`src/rtl/alu_serial_driver_if.sv`:
```
// Request/result handshake bundle for the bit-serial ALU front-end.
// master = requester/consumer side, slave = alu_serial_driver.
interface alu_serial_driver_if #(
    parameter int WIDTH = 8
);
    logic             in_valid;
    logic             in_ready;
    logic [WIDTH-1:0] op_a;
    logic [WIDTH-1:0] op_b;
    logic             op_sel;
    logic             res_valid;
    logic             res_ready;
    logic [WIDTH-1:0] result;

    modport master (
        output in_valid, op_a, op_b, op_sel, res_ready,
        input  in_ready, res_valid, result
    );

    modport slave (
        input  in_valid, op_a, op_b, op_sel, res_ready,
        output in_ready, res_valid, result
    );
endinterface

```
`src/rtl/alu_serial_driver.sv`:
```
// Bit-serial front-end for the 1-bit sum_alu: shifts operands out LSB first,
// collects the ALU's out bit per cycle and hands the assembled word back.
module alu_serial_driver #(
    parameter int WIDTH = 8
) (
    input  logic                 clk,
    input  logic                 rst_n,
    alu_serial_driver_if.slave   bus,
    output logic                 alu_a,
    output logic                 alu_b,
    output logic                 alu_s,
    input  logic                 alu_out,
    output logic                 busy
);
    localparam int CNT_W = (WIDTH > 1) ? $clog2(WIDTH) : 1;

    typedef enum logic [1:0] {
        ST_IDLE  = 2'd0,
        ST_SHIFT = 2'd1,
        ST_DONE  = 2'd2
    } state_t;

    state_t           state_r,     state_s;
    logic [CNT_W-1:0] cnt_r,       cnt_s;
    logic [WIDTH-1:0] sh_a_r,      sh_a_s;
    logic [WIDTH-1:0] sh_b_r,      sh_b_s;
    logic [WIDTH-1:0] result_r,    result_s;
    logic             sel_q_r,     sel_q_s;
    logic             alu_s_r,     alu_s_s;
    logic             in_ready_r,  in_ready_s;
    logic             busy_r,      busy_s;
    logic             res_valid_r, res_valid_s;

    // State and datapath registers; everything visible outside is a flop.
    always_ff @(posedge clk or negedge rst_n) begin
        if (!rst_n) begin
            state_r     <= ST_IDLE;
            cnt_r       <= {CNT_W{1'b0}};
            sh_a_r      <= {WIDTH{1'b0}};
            sh_b_r      <= {WIDTH{1'b0}};
            result_r    <= {WIDTH{1'b0}};
            sel_q_r     <= 1'b0;
            alu_s_r     <= 1'b0;
            in_ready_r  <= 1'b1;
            busy_r      <= 1'b0;
            res_valid_r <= 1'b0;
        end else begin
            state_r     <= state_s;
            cnt_r       <= cnt_s;
            sh_a_r      <= sh_a_s;
            sh_b_r      <= sh_b_s;
            result_r    <= result_s;
            sel_q_r     <= sel_q_s;
            alu_s_r     <= alu_s_s;
            in_ready_r  <= in_ready_s;
            busy_r      <= busy_s;
            res_valid_r <= res_valid_s;
        end
    end

    // Next-state and next-register computation for IDLE -> SHIFT -> DONE.
    always_comb begin
        state_s     = state_r;
        cnt_s       = cnt_r;
        sh_a_s      = sh_a_r;
        sh_b_s      = sh_b_r;
        result_s    = result_r;
        sel_q_s     = sel_q_r;
        alu_s_s     = alu_s_r;
        in_ready_s  = in_ready_r;
        busy_s      = busy_r;
        res_valid_s = res_valid_r;

        case (state_r)
            ST_IDLE: begin
                if (bus.in_valid && in_ready_r) begin
                    state_s    = ST_SHIFT;
                    sh_a_s     = bus.op_a;
                    sh_b_s     = bus.op_b;
                    sel_q_s    = bus.op_sel;
                    alu_s_s    = bus.op_sel;
                    cnt_s      = {CNT_W{1'b0}};
                    result_s   = {WIDTH{1'b0}};
                    in_ready_s = 1'b0;
                    busy_s     = 1'b1;
                end else begin
                    state_s = ST_IDLE;
                end
            end
            ST_SHIFT: begin
                // Zero-fill on the shift so alu_a/alu_b read 0 once the word is drained.
                result_s[cnt_r] = alu_out;
                sh_a_s          = {1'b0, sh_a_r[WIDTH-1:1]};
                sh_b_s          = {1'b0, sh_b_r[WIDTH-1:1]};
                if (cnt_r == CNT_W'(WIDTH - 1)) begin
                    state_s     = ST_DONE;
                    alu_s_s     = 1'b0;
                    res_valid_s = 1'b1;
                end else begin
                    cnt_s = cnt_r + CNT_W'(1);
                end
            end
            ST_DONE: begin
                if (bus.res_ready) begin
                    state_s     = ST_IDLE;
                    res_valid_s = 1'b0;
                    busy_s      = 1'b0;
                    in_ready_s  = 1'b1;
                end else begin
                    state_s = ST_DONE;
                end
            end
            default: begin
                state_s     = ST_IDLE;
                cnt_s       = {CNT_W{1'b0}};
                sh_a_s      = {WIDTH{1'b0}};
                sh_b_s      = {WIDTH{1'b0}};
                alu_s_s     = 1'b0;
                in_ready_s  = 1'b1;
                busy_s      = 1'b0;
                res_valid_s = 1'b0;
            end
        endcase
    end

    assign alu_a         = sh_a_r[0];
    assign alu_b         = sh_b_r[0];
    assign alu_s         = alu_s_r;
    assign busy          = busy_r;
    assign bus.in_ready  = in_ready_r;
    assign bus.res_valid = res_valid_r;
    assign bus.result    = result_r;
endmodule

```
`src/flat_wrapper.sv`:
```
// flat-port wrapper written by rule: the top's interface ports become plain ports
module alu_serial_driver_flat 
#(
    parameter int WIDTH = 8
)
  (clk, rst_n, alu_a, alu_b, alu_s, alu_out, busy, bus_in_valid, bus_op_a, bus_op_b, bus_op_sel, bus_res_ready, bus_in_ready, bus_res_valid, bus_result);
  alu_serial_driver_if #(.WIDTH(WIDTH)) bus_i ();
  input  logic clk;
  input  logic rst_n;
  output logic alu_a;
  output logic alu_b;
  output logic alu_s;
  input  logic alu_out;
  output logic busy;
  input wire logic [$bits(bus_i.in_valid)-1:0] bus_in_valid;
  input wire logic [$bits(bus_i.op_a)-1:0] bus_op_a;
  input wire logic [$bits(bus_i.op_b)-1:0] bus_op_b;
  input wire logic [$bits(bus_i.op_sel)-1:0] bus_op_sel;
  input wire logic [$bits(bus_i.res_ready)-1:0] bus_res_ready;
  output wire logic [$bits(bus_i.in_ready)-1:0] bus_in_ready;
  output wire logic [$bits(bus_i.res_valid)-1:0] bus_res_valid;
  output wire logic [$bits(bus_i.result)-1:0] bus_result;
  assign bus_i.in_valid = bus_in_valid;
  assign bus_i.op_a = bus_op_a;
  assign bus_i.op_b = bus_op_b;
  assign bus_i.op_sel = bus_op_sel;
  assign bus_i.res_ready = bus_res_ready;
  assign bus_in_ready = bus_i.in_ready;
  assign bus_res_valid = bus_i.res_valid;
  assign bus_result = bus_i.result;
  alu_serial_driver #(.WIDTH(WIDTH)) u_core (.clk(clk), .rst_n(rst_n), .bus(bus_i), .alu_a(alu_a), .alu_b(alu_b), .alu_s(alu_s), .alu_out(alu_out), .busy(busy));
endmodule
```
`config.mk`:
```
export PLATFORM = sky130hd
export DESIGN_NAME = alu_serial_driver_flat
export DESIGN_NICKNAME = d
export VERILOG_FILES = /design/src/rtl/alu_serial_driver_if.sv /design/src/rtl/alu_serial_driver.sv /design/src/flat_wrapper.sv
export SDC_FILE = /design/constraint.sdc
export NUM_CORES = 1
export LEC_CHECK = 0
export CAP_MARGIN = 30
export CORE_UTILIZATION = 50
export DETAILED_ROUTE_END_ITERATION = 10
export GPL_TIMING_DRIVEN = 0
export PLACE_DENSITY = 0.78
export SLEW_MARGIN = 20
export SYNTH_ARGS = -nofsm -noshare
export SYNTH_HDL_FRONTEND = slang
export SYNTH_SLANG_ARGS = --single-unit
```
`constraint.sdc`:
```
create_clock -name clk -period 1.9 [get_ports clk]
set_input_delay 0.285 -clock clk [delete_from_list [all_inputs] [get_ports clk]]
set_output_delay 0.285 -clock clk [all_outputs]
set_load 0.005 [all_outputs]
```
== Word level (Yosys, flattened, before mapping) ==
Cells that the tools add are included.

* Output and inout bits: 14
* Flip-flop bits (word level): 33
* Bits of input ports: 22
* Logic and storage cells: 59

* Bitwise logic cells: 3
* Add/sub/neg operators: 1
* Reductions and logical operators: 10
* Multiplexer cells: 27
* $lt $le $gt $ge: 2
* Eq/ne operators: 7

{| class="wikitable"
|+ Operator list
! kind !! number
|-
| $pmux W8 S3 || 2
|-
| $mux W8 || 3
|-
| $pmux W8 S2 || 1
|-
| $pmux W1 S3 || 4
|-
| $reduce_and A3 Y1 || 4
|-
| $mux W1 || 9
|-
| $pmux W3 S3 || 1
|-
| $bwmux W8 || 1
|-
| $mux W3 || 2
|-
| $pmux W2 S3 || 1
|-
| $lt A3 B4 Y1 const B || 1
|-
| $mux W2 || 2
|-
| $ne A2 B1 Y1 const B || 2
|-
| $ne A2 B2 Y1 const B || 2
|-
| $reduce_and A2 Y1 || 2
|-
| $add A3 B1 Y3 const B || 1
|-
| $demux W1 S3 || 1
|-
| $eq A3 B3 Y1 const B || 1
|-
| $ge A3 B1 Y1 const B || 1
|-
| $not A1 Y1 || 3
|-
| $eq A2 B1 Y1 const B || 1
|-
| $eq A2 B2 Y1 const B || 1
|-
| $logic_and A1 B1 Y1 || 2
|-
| $logic_not A2 Y1 || 1
|-
| $reduce_bool A2 Y1 || 1
|}

== Logic depth before layout (Yosys ltp) ==
Gate-level depths: netlist of run 1.

* Depth in word-level cells: 6
* Gate-level depth with buffers: 6
* Mapped depth without buffers: 5

== Worst setup path before layout of run 1 ==
OpenSTA, ideal clock, no wires.

* Path type: reg2reg
* Start: register u_core.cnt_r[0]
* End: register u_core.alu_s_r, in the netlist u_core.alu_s
* Buffers on the path: 1
* Path slack: 326 ps
* Arrival time: 1452 ps
* Clock period less this slack: 1574 ps
* Required time: 1778 ps
* Stages on the path, launching flop included: 7
* Library setup time: 122 ps
* Cells stage by stage: dfrtp_1 > ha_1 > ha_1 > buf_1 > and3b_1 > a31oi_1 > o2bb2ai_2

* Longest elaborated chain between the ends: 3

{| class="wikitable"
|+ RTL lines
! what !! RTL line !! source
|-
| start: declaration || alu_serial_driver.sv:24 || <nowiki>logic [CNT_W-1:0] cnt_r, cnt_s;</nowiki>
|-
| start signal: assignment || alu_serial_driver.sv:38 || <nowiki>cnt_r <= {CNT_W{1'b0}};</nowiki>
|-
| start signal: assignment || alu_serial_driver.sv:49 || <nowiki>cnt_r <= cnt_s;</nowiki>
|-
| $eq A3 B3 Y1 || alu_serial_driver.sv:95 || <nowiki>if (cnt_r == CNT_W'(WIDTH - 1)) begin</nowiki>
|-
| $ne A2 B1 Y1 (no source line) || n/a ||
|-
| $reduce_and A3 Y1 (no source line) || n/a ||
|-
| end signal: assignment || alu_serial_driver.sv:54 || <nowiki>alu_s_r <= alu_s_s;</nowiki>
|-
| end: declaration || alu_serial_driver.sv:29 || <nowiki>logic alu_s_r, alu_s_s;</nowiki>
|}

Every way passes these cells.
A chain may end at the register's enable or synchronous reset.

== Final worst setup path of run 1 ==
* Start: register u_core.in_ready_r, in the netlist u_core.bus.in_ready
* End: output port bus_in_ready

{| class="wikitable"
|+ RTL lines
! what !! RTL line !! source
|-
| start: declaration || alu_serial_driver.sv:30 || <nowiki>logic in_ready_r, in_ready_s;</nowiki>
|-
| start signal: assignment || alu_serial_driver.sv:55 || <nowiki>in_ready_r <= in_ready_s;</nowiki>
|-
| end: declaration || flat_wrapper.sv:20 || <nowiki>output wire logic [$bits(bus_i.in_ready)-1:0] bus_in_ready;</nowiki>
|}

No word-level cell between the ends.

==> metrics, run 1 <==
Max Freq=around 580 MHz; Worst-Skew Late Latency=0.34 ns; Via density=between 5 and 6; worst path cell trace=clkdlybuf4s50_1; Final min period=1.72 ns; Initial Utilization=52.2%; Row Count=21; setup TNS=0 ns; top cells by area, synth=dfrtp_1, o2bb2ai_2, mux2i_1; Power Dens Cells=1140 mW/mm²; number of I/O pins=36; antenna violations before repair=0; pin count of the biggest net entering global routing=34; area post-placement=0.00214 mm²; Clock Tree Buf Depth=2; crit share post-route=between 90% and 100%; ratio of cells with drive above 1 in the final layout=17.3%; Core ar.=0.00334 mm²; hold-fix buffers at CTS=0; Max H-tree Level=2; Die Area=0.00372 mm²; area taken by multi-input logic gates=810 µm²; TritonCTS Buffers=5; final hold slack=-0.00187 ns; Final ANT Viol Nets=0; final hold vios=3; Synth Instances=148; vias in the first global route=1,276; Yosys reg bits=33; vias=around 1,300; top cell type by total area after synthesis=dfrtp_1; failing checks=hold timing; ANT cells=0; GRT Residual Overflow=0; post-synth top area share=46.0%; Non-Filler Instances=237; clock root buffer=clkbuf_4; FF/Latch Area=a little over 800 µm²; 1st-pass router iterations=4; RSZ-0062 raised after global routing=no; WL final=~3600 µm; Post-synth ARST share=100%; P&R area growth vs syn=26.0%; Syn Area/Cell=about 12 µm²; max incr delay on CP=~0.6 ns; first-pass GRT wire length=approximately 5600 µm; CP max-delay cell=dfstp_2; Power, Total=2.51 mW; Hold Path Class=input pin to asynchronous set/reset pin; Worst EP arrival=1.44 ns; Crit path buffers/inverters=1; Yosys Warn Count=0; CP required=1.62 ns; Critical Path Sink Type=output pin; final setup skew=0.00994 ns; clock slew at reported path FFs=0.10 ns; All-Layer GR Usage=21.6%; post-route cell area=0.00219 mm²; kind of critical path=register to output pin; placed cells=229; port bufs=35; run status=finished, violations left; Setup Fix Bufs, Post-CTS=0; DRC Markers=0; CP max FO=5; die extent in x=61 µm; DP Worst Slack=around 0.17 ns; fill cell count=roughly 270; DR iter-0 viols=53; sequential fraction of the synthesis area=47.5%; Lkg Pwr=0.958 nW; RePlAce Congestion=0.707; clk sinks=33; Slew Viols, Final=0; Top FF cell, synth=dfrtp_1; peak supply drop=0.000586 V; Layout Utilization=65.7%; Least-Margin Pin Slew=between 0.7 and 0.8 ns; Post-CTS Resized=0; post-synthesis cell type count=36; Post-Syn Area=0.00174 mm²; syn nets=172; Final WS setup=0.177 ns; Avg WL per Cell=15.2 µm; final-stage net count=214; CTS tree=yes; hpwl dp=~2500 µm; Post-synth EDFFs=0; max_cap viols=0; die height=61 µm; Startpoint Class=register; final setup fails=0; Slew headroom=between 50% and 60%; delay-heaviest family, CP=flip-flops
==> power breakdown <==
group | leakage, nW | switching (mW) | internal, mW
Clock | 0.0265 | 0.224 | 0.147
Sequential | 0.428 | 0.168 | 0.935
Combinational | 0.503 | 0.454 | 0.581
==> worst paths after layout <==
kind | depth (start not counted) | end | slack (ns) | startpoint
setup / recovery | 1 | bus_in_ready | 0.18 | u_core.bus.in_ready$_DFFE_PN1P_
hold / removal | 1 | u_core.alu_s$_DFFE_PN0P_ | -0.002 | rst_n
setup reg to reg | 6 | u_core.alu_s$_DFFE_PN0P_ | 0.18 | u_core.cnt_r[0]$_DFFE_PN0P_
hold reg to reg | 1 | u_core.sh_b_r[3]$_DFFE_PN0P_ | 0.49 | u_core.sh_b_r[3]$_DFFE_PN0P_
max in group asynchronous | 1 | u_core.cnt_r[0]$_DFFE_PN0P_ | 1.43 | rst_n
min in group clk | 1 | u_core.sh_b_r[3]$_DFFE_PN0P_ | 0.49 | u_core.sh_b_r[3]$_DFFE_PN0P_
==> registers in the layout, indices dropped and copies added, names as in the netlist <==
signal	cells
u_core.state_r	2
u_core.busy	1
u_core.sh_a_r	8
u_core.cnt_r	3
u_core.bus.result	8
u_core.alu_s	1
u_core.sh_b_r	8
u_core.bus.in_ready	1
u_core.bus.res_valid	1
==> cell type report <==
class,instances,area share (%)
Clock buffer,8,2.23
Buffer,13,4.22
Timing Repair Buffer,35,15.8
Multi-Input combinational cell,99,36.9
Tap cell,46,2.63
Sequential cell,33,37.7
Inverter,3,0.514
==> cells by family after synthesis <==
logic type               synth area share [%]
flip-flops                               47.5
multiplexers                             5.75
XOR/XNOR                                0.503
buffers and inverters                    5.97
adder cells (fa/ha/maj)                  1.44
AO/OA/AOI/OAI                            22.6
AND/OR/NAND/NOR                          16.2
==> synth_stat cells (all sizes together), types with 2 or more instances <==
| master | number |
|---|---|
| a22o | 2 |
| mux2i | 10 |
| nor3b | 3 |
| ha | 2 |
| buf | 10 |
| nor2 | 4 |
| and2 | 16 |
| clkbuf | 3 |
| dfrtp | 32 |
| nand3b | 4 |
| o21ai | 3 |
| inv | 3 |
| a21oi | 3 |
| nand2 | 9 |
| a31oi | 15 |
| o2bb2ai | 17 |
==> cell usage in the layout (no fill, tap or decap), drive strengths merged, types with 2 or more instances in the layout <==
cell and instances:
clkdlybuf4s50 34, dfrtp 32, o2bb2ai 17, and2 16, a31oi 15, clkbuf 11, buf 11, mux2i 10
nand2 9, nor2 4, nand3b 4, nor3b 3, o21ai 3, a21oi 3, inv 3, a22o 2
ha 2
==> per-layer routing <==
metal  wire length [µm]  vias to the layer above  share of wire (%)  GRT usage [%]
met2               1750                       30                 48           36.4
met1               1610                      630                 45           25.7
li1                   -                      634                  -              -
met5                  0                        -                  0              0
met4                 72                        0                2.0           9.74
met3                176                        4                4.9           5.97
No activity file was read; power rests on OpenSTA's default activity.
==> run 2, diff against run 1 <==
--- a/config.mk
+++ b/config.mk
@@ -8,7 +8,7 @@
 export CAP_MARGIN = 30
 export CORE_UTILIZATION = 50
 export DETAILED_ROUTE_END_ITERATION = 10
-export GPL_TIMING_DRIVEN = 0
+export GPL_TIMING_DRIVEN = 1
 export PLACE_DENSITY = 0.78
 export SLEW_MARGIN = 20
 export SYNTH_ARGS = -nofsm -noshare
==> run 2 against run 1 <==
  * The run now ends clean
  * Register-to-register slack improved by 0.07 ns
  * Largest cell class unchanged
  * Global-route usage about the same
  * Utilization down 1.7 points
  * Hold slack improved by 0.36 ns
  * Sequential cell count is the same
  * Sequential power up 4%
  * Power decreased by 2.6%
  * Final area decreased by 2.6%
==> metrics, run 2 (synthesis gave the netlist of run 1 again) <==
run status=complete, no violations; DRC Markers=0 (unchanged); DR iter-0 viols=33 (-38%); ratio of cells with drive above 1 in the final layout=16.0% (-1.3 points); delay-heaviest family, CP=flip-flops; peak supply drop=0.000596 V (+1.8%); final setup fails=0 (unchanged); CP max FO=5 (unchanged); Core ar.=0.00334 mm² (unchanged); Startpoint Class=register; first-pass GRT wire length=5840 µm (+3.8%); RePlAce Congestion=0.748 (+5.7%); P&R area growth vs syn=22.7%; Avg WL per Cell=16.1 µm (+5.8%); worst path cell trace=clkdlybuf4s50_1; RSZ-0062 raised after global routing=no; Worst EP arrival=1.41 ns (-0.03 ns); Post-CTS Resized=0 (unchanged); Row Count=21 (unchanged); Clock Tree Buf Depth=2 (unchanged); Die Area=0.00372 mm² (unchanged); CP max-delay cell=dfstp_2; most common cell after layout, fill and taps aside=clkdlybuf4s50_1; Crit path buffers/inverters=1 (unchanged); Max H-tree Level=2 (unchanged); Final ANT Viol Nets=0 (unchanged); crit share post-route=89.4% (-1.3 points); max_cap viols=0 (unchanged); max incr delay on CP=0.59 ns (about the same); CP required=1.62 ns (about the same); Final min period=1.70 ns (-0.0249 ns); fill cell count=290 (+8.2%); pin count of the biggest net entering global routing=34 (unchanged); 1st-pass router iterations=4 (unchanged); vias in the first global route=1,294 (+1.4%); final hold slack=0.362 ns (+0.364 ns); Hold Path Class=input pin to asynchronous set/reset pin; WL final=3660 µm (+1.3%); area taken by multi-input logic gates=810 µm² (unchanged); final hold vios=0 (-3); Least-Margin Pin Slew=0.553 ns (-0.174 ns); port bufs=35 (unchanged); kind of critical path=register to output pin; clk sinks=33 (unchanged); ANT cells=0 (unchanged); Slew Viols, Final=0 (unchanged); Slew headroom=63.1% (+12 points); clock slew at reported path FFs=0.09 ns (about the same); number of I/O pins=36 (unchanged); GRT Residual Overflow=0 (unchanged); clock root buffer=clkbuf_4; Setup Fix Bufs, Post-CTS=0 (unchanged); antenna violations before repair=0 (unchanged); die extent in x=61 µm (unchanged); CTS tree=yes; vias=1,265 (-2.5%); final-stage net count=206 (-3.7%); Max Freq=589 MHz (+1.5%); final setup skew=0.0135 ns (+0.00354 ns); Lkg Pwr=0.929 nW (-3.0%); setup TNS=0 ns (unchanged); hpwl dp=2540 µm (-0.42%); die height=61 µm (unchanged); Critical Path Sink Type=output pin; TritonCTS Buffers=5 (unchanged); Initial Utilization=52.2% (unchanged); Worst-Skew Late Latency=0.32 ns (-0.02 ns); Via density=5.57 (+1.8%); Power Dens Cells=1140 mW/mm² (about the same); All-Layer GR Usage=21.6% (+0.029 points); most frequent cells in the layout=clkdlybuf4s50_1, dfrtp_1, and2_1, a31oi_1; FF/Latch Area=827 µm² (unchanged); hold-fix buffers at CTS=0 (unchanged)
==> run 2: changes by cell type in the layout (fill, tap and decap cells not counted), sizes merged <==
| cell | before | now |
|---|---|---|
| clkinv | 0 | 1 |
| clkbuf | 11 | 5 |
| buf | 11 | 5 |
| clkdlybuf4s50 | 34 | 35 |
==> run 2: through the flow <==
stage / util [%] / setup slack [ns] / std cells / total power [mW] / instance area (µm²)
floorplan: - / 0.326 / 148 / 1.72 / 1740
global placement: 62.7 / 0.147 / 221 / 2.05 / 2090
detailed placement: 62.7 / 0.0995 / 221 / 2.12 / 2090
CTS: 64.0 / 0.196 / 227 / 2.47 / 2140
global route: 64.0 / 0.137 / 227 / 2.60 / 2140
finish: 64.0 / 0.202 / 227 / 2.44 / 2140
==> run 2: final timing paths <==
check,end,cells after the start,from,slack (ns)
setup reg to reg,u_core.alu_s$_DFFE_PN0P_,5,u_core.cnt_r[0]$_DFFE_PN0P_,0.25
min in group clk,u_core.sh_b_r[2]$_DFFE_PN0P_,1,u_core.sh_b_r[2]$_DFFE_PN0P_,0.49
hold / removal,u_core.sh_b_r[7]$_DFFE_PN0P_,2,rst_n,0.36
hold reg to reg,u_core.sh_b_r[2]$_DFFE_PN0P_,1,u_core.sh_b_r[2]$_DFFE_PN0P_,0.49
max in group asynchronous,u_core.bus.in_ready$_DFFE_PN1P_,2,rst_n,1.19
setup / recovery,bus_in_ready,1,u_core.bus.in_ready$_DFFE_PN1P_,0.20
==> run 2: per-layer routing <==
metal	wire, µm	track usage (%)
met5	0	0
met3	155	4.26
met2	1820	37.4
met1	1640	27.5
met4	36	6.49
==> run 2: power by group <==
| part | internal [mW] | switching [mW] | leakage, nW |
|---|---|---|---|
| logic | 0.550 | 0.416 | 0.474 |
| clock network | 0.128 | 0.213 | 0.0269 |
| registers | 0.935 | 0.202 | 0.428 |
==> run 2: cell type report <==
class | count | share of cell area (%)
clock inverters | 1 | 0.234
repair buffers | 40 | 18.2
well taps | 46 | 2.69
multi-input cells | 99 | 37.9
clock buffers | 5 | 1.76
flip-flops and latches | 33 | 38.7
inverters | 3 | 0.527
